**src/rtl/dmem_port_arbiter.sv**
```systemverilog
// rtl/dmem_port_arbiter.sv - shares the data-memory port between CPU M-stage and DMA
//
// Purpose:
//   Two-master arbiter for the single data-memory port. Master 0 is the CPU
//   M-stage and master 1 is the DMA engine. A free port is granted in the same
//   cycle it is requested, so no latency is added. The winner keeps the port
//   through memory wait states, and also through locked DMA bursts of up to
//   BURST_MAX beats. A master that has been denied for STARVE_LIMIT cycles wins
//   the next free arbitration.
//
// Configuration macro:
//   ARB_CPU_PRIO_EN - simultaneous free-cycle requests go to the CPU (fixed
//                     priority) instead of round-robin.
//
// Ports:
//   clk, reset                          clock (rising edge); synchronous active-low reset
//   cpu_req/addr/wdata/byteen           CPU access request (byteen 0 = read)
//   cpu_ack, cpu_rdata, cpu_stall       CPU completion, read data, stall
//   dma_req/lock/addr/wdata/byteen      DMA access request, plus burst lock
//   dma_ack, dma_rdata                  DMA completion, read data
//   mem_addr/wdata/byteen               muxed memory request (word-aligned address)
//   mem_rdata, mem_ready                memory read data and completion
module dmem_port_arbiter #(
  parameter int BURST_MAX    = 8,
  parameter int STARVE_LIMIT = 16
) (
  input  logic        clk,
  input  logic        reset,
  input  logic        cpu_req,
  input  logic [31:0] cpu_addr,
  input  logic [31:0] cpu_wdata,
  input  logic [3:0]  cpu_byteen,
  output logic        cpu_ack,
  output logic [31:0] cpu_rdata,
  output logic        cpu_stall,
  input  logic        dma_req,
  input  logic        dma_lock,
  input  logic [31:0] dma_addr,
  input  logic [31:0] dma_wdata,
  input  logic [3:0]  dma_byteen,
  output logic        dma_ack,
  output logic [31:0] dma_rdata,
  output logic [31:0] mem_addr,
  output logic [31:0] mem_wdata,
  output logic [3:0]  mem_byteen,
  input  logic [31:0] mem_rdata,
  input  logic        mem_ready
);

  localparam int BW = $clog2(BURST_MAX + 1);
  localparam int SW = $clog2(STARVE_LIMIT + 1);
  localparam logic [BW-1:0] BURST_LAST = BW'(BURST_MAX - 1);
  localparam logic [SW-1:0] STARVE_MAX = SW'(STARVE_LIMIT);

  localparam logic GNT_CPU = 1'b0;
  localparam logic GNT_DMA = 1'b1;

  typedef enum logic [1:0] {
    IDLE     = 2'd0,
    BUSY_CPU = 2'd1,
    BUSY_DMA = 2'd2,
    LOCK_DMA = 2'd3
  } state_t;

  state_t        state_q, state_d;
  logic          last_gnt_q, last_gnt_d;
  logic [BW-1:0] beat_cnt_q, beat_cnt_d;
  logic [SW-1:0] cpu_starve_q, cpu_starve_d;
  logic [SW-1:0] dma_starve_q, dma_starve_d;

  logic gnt_cpu, gnt_dma;
  logic free_arb, abort, pick_dma;
  logic cpu_starved, dma_starved;
  logic int_cpu_ack, int_dma_ack;
  logic out_cpu, out_dma;

  assign cpu_starved = cpu_starve_q >= STARVE_MAX;
  assign dma_starved = dma_starve_q >= STARVE_MAX;

  // Grant decision
  always_comb begin
    gnt_cpu  = 1'b0;
    gnt_dma  = 1'b0;
    free_arb = 1'b0;
    abort    = 1'b0;
    pick_dma = 1'b0;

    case (state_q)
      IDLE:     free_arb = 1'b1;
      BUSY_CPU: begin
        if (cpu_req) gnt_cpu = 1'b1;
        else         abort   = 1'b1;
      end
      BUSY_DMA: begin
        if (dma_req) gnt_dma = 1'b1;
        else         abort   = 1'b1;
      end
      LOCK_DMA: begin
        // A dropped dma_req releases the lock, and the cycle behaves as IDLE.
        if (dma_req) gnt_dma  = 1'b1;
        else         free_arb = 1'b1;
      end
      default:  free_arb = 1'b1;
    endcase

    if (free_arb) begin
      if (cpu_req && dma_req) begin
        if (cpu_starved && !dma_starved) begin
          pick_dma = 1'b0;
        end else if (dma_starved && !cpu_starved) begin
          pick_dma = 1'b1;
        end else begin
`ifdef ARB_CPU_PRIO_EN
          pick_dma = 1'b0;
`else
          pick_dma = (last_gnt_q == GNT_CPU);
`endif
        end
        gnt_cpu = !pick_dma;
        gnt_dma = pick_dma;
      end else begin
        gnt_cpu = cpu_req;
        gnt_dma = dma_req;
      end
    end
  end

  assign int_cpu_ack = gnt_cpu & mem_ready;
  assign int_dma_ack = gnt_dma & mem_ready;

  // Next-state, burst and starvation bookkeeping
  always_comb begin
    state_d    = state_q;
    last_gnt_d = last_gnt_q;
    beat_cnt_d = beat_cnt_q;

    if (abort) begin
      state_d    = IDLE;
      beat_cnt_d = '0;
    end else if (gnt_cpu) begin
      beat_cnt_d = '0;
      if (mem_ready) begin
        state_d    = IDLE;
        last_gnt_d = GNT_CPU;
      end else begin
        state_d = BUSY_CPU;
      end
    end else if (gnt_dma) begin
      if (mem_ready) begin
        last_gnt_d = GNT_DMA;
        // beat_cnt_q < BURST_MAX-1 is beat_cnt+1 < BURST_MAX without overflow.
        if (dma_lock && (beat_cnt_q < BURST_LAST)) begin
          state_d    = LOCK_DMA;
          beat_cnt_d = beat_cnt_q + BW'(1);
        end else begin
          state_d    = IDLE;
          beat_cnt_d = '0;
        end
      end else begin
        state_d = BUSY_DMA;
      end
    end else begin
      state_d    = IDLE;
      beat_cnt_d = '0;
    end

    cpu_starve_d = cpu_starve_q;
    if (!cpu_req || int_cpu_ack) begin
      cpu_starve_d = '0;
    end else if (!gnt_cpu && (cpu_starve_q < STARVE_MAX)) begin
      cpu_starve_d = cpu_starve_q + SW'(1);
    end

    dma_starve_d = dma_starve_q;
    if (!dma_req || int_dma_ack) begin
      dma_starve_d = '0;
    end else if (!gnt_dma && (dma_starve_q < STARVE_MAX)) begin
      dma_starve_d = dma_starve_q + SW'(1);
    end
  end

  always_ff @(posedge clk) begin
    if (!reset) begin
      state_q      <= IDLE;
      last_gnt_q   <= GNT_DMA;
      beat_cnt_q   <= '0;
      cpu_starve_q <= '0;
      dma_starve_q <= '0;
    end else begin
      state_q      <= state_d;
      last_gnt_q   <= last_gnt_d;
      beat_cnt_q   <= beat_cnt_d;
      cpu_starve_q <= cpu_starve_d;
      dma_starve_q <= dma_starve_d;
    end
  end

  // All outputs are held at 0 while reset is asserted.
  assign out_cpu = gnt_cpu & reset;
  assign out_dma = gnt_dma & reset;

  assign mem_addr   = out_cpu ? (cpu_addr & 32'hFFFF_FFFC) :
                      out_dma ? (dma_addr & 32'hFFFF_FFFC) : 32'h0;
  assign mem_wdata  = out_cpu ? cpu_wdata : out_dma ? dma_wdata : 32'h0;
  assign mem_byteen = out_cpu ? cpu_byteen : out_dma ? dma_byteen : 4'h0;

  assign cpu_ack   = out_cpu & mem_ready;
  assign dma_ack   = out_dma & mem_ready;
  assign cpu_rdata = cpu_ack ? mem_rdata : 32'h0;
  assign dma_rdata = dma_ack ? mem_rdata : 32'h0;
  assign cpu_stall = reset & cpu_req & ~cpu_ack;

endmodule

```
**config.mk**
```make
export PLATFORM = sky130hd
export DESIGN_NAME = dmem_port_arbiter
export DESIGN_NICKNAME = d
export VERILOG_FILES = /design/src/rtl/dmem_port_arbiter.sv
export SDC_FILE = /design/constraint.sdc
export NUM_CORES = 1
export LEC_CHECK = 0
export ABC_AREA = 1
export BUFFER_PORTS_ARGS = -buffer_cell sky130_fd_sc_hd__buf_2
export CORE_AREA = 2 2 119 121
export DETAILED_ROUTE_END_ITERATION = 10
export DIE_AREA = 0 0 121 123
export PLACE_DENSITY = 0.52
export SYNTH_ARGS = -nofsm -noshare
export SYNTH_HDL_FRONTEND = slang
export SYNTH_SLANG_ARGS = --single-unit
```
**constraint.sdc**
```tcl
create_clock -name clk -period 4.2 [get_ports clk]
set_input_delay 0.84 -clock clk [delete_from_list [all_inputs] [get_ports clk]]
set_output_delay 0.84 -clock clk [all_outputs]
set_load 0.05 [all_outputs]
```
==> flow_metrics.py <==
metrics = {
    "global_routing": {
        "antenna_found_initial": 1,
        "grt_pass1_wl_mm": 15.0,
        "grt_pass1_vias": 3219,
        "grt_max_degree": 67,
        "track_usage_pct": 12.0,
        "gr-total-overflow": 0,
    },
    "setup_path": {
        "cpPeakStageDelay_ns": 0.43,
        "r2r_slack_ns": 2.01,
        "r2r-start": "state_q[0]",
        "worstSetupPathType": "in2out",
        "worst_ep_arrival_time_ns": 2.72,
        "crit_top_cell": "nand2_1",
        "reg2regPathDepth": 10,
        "crit_path_top_delay_cell": "nand2_2",
        "crit_path_end_kind": "output pin",
        "crit_path_start_kind": "input port",
        "cp_data_required_time_ns": 3.36,
        "crit_chain": "buf_2 > inv_2 > nand2_1 > nand2_1 > nand2_2 > nand2_1 > nand2_4 > nor2_8 > nand2_2 > nor2_1 > buf_2",
        "r2r-end": "cpu_starve_q[0]",
        "path_max_fanout": 33,
    },
    "clock_tree": {
        "cts_setup_buffers": 0,
        "worstSkewPairLatency_ns": 0.25,
        "ctsLongestPathBuffers": 2,
        "cts_tree": "done",
        "clock_sinks": 17,
        "clk_pin_slew_worst_paths_ns": 0.05,
        "root_buffer": "clkbuf_16",
        "postCtsHoldBufs": 0,
        "cts-htree-levels": 1,
        "cts_resized": 0,
        "cts_buffers": 3,
    },
    "power_and_ir_drop": {
        "p_comb_share_pct": 86.8,
        "switching_share_pct": 69.8,
        "leakagePower_nw": 2.83,
        "p_int_mw": 0.883,
        "cellPowerDensity_nw_per_um2": 676,
        "ir_drop_mv": 0.259,
        "p_seq_share_pct": 6.6,
        "pwr-share-clk_pct": 6.6,
        "switchingPower_mw": 2.04,
    },
    "timing": {
        "tns_ns": 0,
        "slew_viol_final": 0,
        "max_freq_mhz": 281,
        "fin_skew_ns": 0.00243,
        "tightest_slew_ns": 0.683,
        "period_share_pct": 84.8,
        "finalCriticalPeriod_ns": 3.56,
        "relSlewSlack_pct": 54.5,
        "fin_ws_ns": 0.639,
        "rsz0062_at_grt": "no",
        "hold_viol_final": 0,
        "finalSetupViolCount": 0,
    },
    "placement": {
        "dp_hpwl_mm": 8.40,
        "io_buffers": 302,
        "post-place-ws_ns": 0.584,
        "place_congestion": 0.758,
    },
    "synthesis": {
        "synth_ff_type": "dfxtp_1",
        "ys_ff_latch": 17,
        "synthesis.area_um2": 2570,
        "synthArstFlopShare_pct": 0,
        "synth-seq-area-share_pct": 13.3,
        "yosys_warnings": 0,
        "synth_cells": 474,
        "synth_area_per_cell_um2": 5.41,
        "synth_edf_count": 0,
        "synth.distinct_cells": 29,
    },
    "floorplan": {
        "initial_core_util_pct": 18.9,
        "fp.dieH_um": 123,
        "num_rows": 43,
        "die_w_um": 121,
        "core_um2": 13600,
        "ios": 309,
        "dieArea_um2": 14900,
    },
    "min_path": {
        "hold_depth": 2,
        "whs_endpoint": "cpu_starve_q[1]",
        "hp-class": "reg2reg",
        "min_from": "cpu_starve_q[1]",
    },
    "drt": {
        "drt_first_pass_iters": 4,
        "drc": 0,
        "wl_mm": 10.3,
        "detail_route.vias_per_cell": 4.03,
        "drt_iter0_markers": 143,
        "vias": 3801,
        "wl_per_cell_um": 10.9,
        "drtAntennaViolNets": 0,
    },
    "layout": {
        "layout_common_cells": "buf_2, inv_1, nor2_1",
        "drive_above_1_share_pct": 45.9,
        "fin_nets": 945,
        "area_delta_synth_final_pct": 68.4,
        "final_common_cell": "buf_2",
    },
    "run": {
        "drv_cap": 0,
    },
    "run_status": {
        "outcome": "complete, no violations",
    },
}
[synth_stat cells, types with 2 or more instances]
master	n	share of area, %
xor2_1	3	1.0
buf_6	4	1.8
inv_1	121	18
nand3b_1	2	0.58
nand4_1	2	0.49
o21ai_2	10	3.4
buf_2	16	3.1
o21ai_0	44	8.6
nand3_1	72	14
a21oi_1	12	2.3
nor2_1	75	11
xnor2_1	2	0.68
nand2_2	3	0.73
o21ai_1	17	3.3
buf_4	4	1.2
ha_1	7	3.4
and3_1	2	0.49
dfxtp_1	17	13
nand2_1	34	5.0
clkbuf_1	5	0.73
inv_2	4	0.58
nand3_2	11	4.3
[how the worst max path moves through the flow]
| stage | start | endpoint | slack (ns) | depth (start not counted) |
|---|---|---|---|---|
| floorplan | dma_req | cpu_rdata[10] | 0.42 | 10 |
| global placement | dma_req | dma_rdata[1] | 0.59 | 11 |
| detailed placement | dma_req | dma_rdata[1] | 0.58 | 11 |
| CTS | dma_req | dma_rdata[1] | 0.57 | 11 |
| global route | state_q[0] | dma_rdata[26] | 0.34 | 10 |
| finish | dma_req | dma_rdata[14] | 0.64 | 11 |
[power by group through the flow]
stage	Sequential, mW	Combinational (mW)	Clock, mW
global route	0.198	2.72	0.202
CTS	0.194	2.57	0.194
floorplan	0.195	1.99	0
global placement	0.198	2.57	0
finish	0.194	2.54	0.192
detailed placement	0.198	2.56	0
[cells by family (layout without fill, tap and decap cells)]
family                   Yosys count  in the layout  share of synthesized area (%)
flip-flops                        17             17                           13.3
XOR/XNOR                           5              5                           1.71
AND/OR/NAND/NOR                  204            204                           38.0
AO/OA/AOI/OAI                     85             85                           18.3
buffers and inverters            155            443                           25.2
adder cells (fa/ha/maj)            7              7                           3.41
other                              1              3                          0.146
[metal layers]
metal | vias up | wire length [µm] | global-route usage, %
li1 | 2030 | - | -
met1 | 1607 | 4260 | 14.9
met2 | 156 | 5150 | 22.3
met3 | 8 | 806 | 1.85
met4 | 0 | 95 | 1.96
met5 | - | 0 | 0
[critical path, delay by kind of cell]
kind	cells	cell delay (ns)
AND/OR/NAND/NOR	8	1.38
buffers and inverters	3	0.49
[final cells by class]
cell class / instances / area [µm²]
Sequential cell: 17 / 340
Fill cell: 1544 / 9290
Inverter: 125 / 469
Timing Repair Buffer: 314 / 1610
Antenna cell: 1 / 2.50
Tap cell: 180 / 225
Multi-Input combinational cell: 303 / 1590
Clock buffer: 4 / 78.8
[registers in the layout, indices dropped and copies added (netlist names)]
name / flops
beat_cnt_q: 4
cpu_starve_q: 5
dma_starve_q: 5
last_gnt_q: 1
state_q: 2
[stage by stage]
stage                     power, mW  utilization, %  std cells  hold slack (ns)  cell area [µm²]
after floorplan                2.19               -        475            0.458             2570
after global placement         2.77            31.1        939            0.477             4240
after detailed placement       2.76            31.1        939            0.482             4240
after CTS                      2.96            31.7        943            0.490             4320
after global routing           3.12            31.7        944            0.502             4320
final                          2.92            31.7        944            0.484             4320
(Power assumes the default switching activity.)
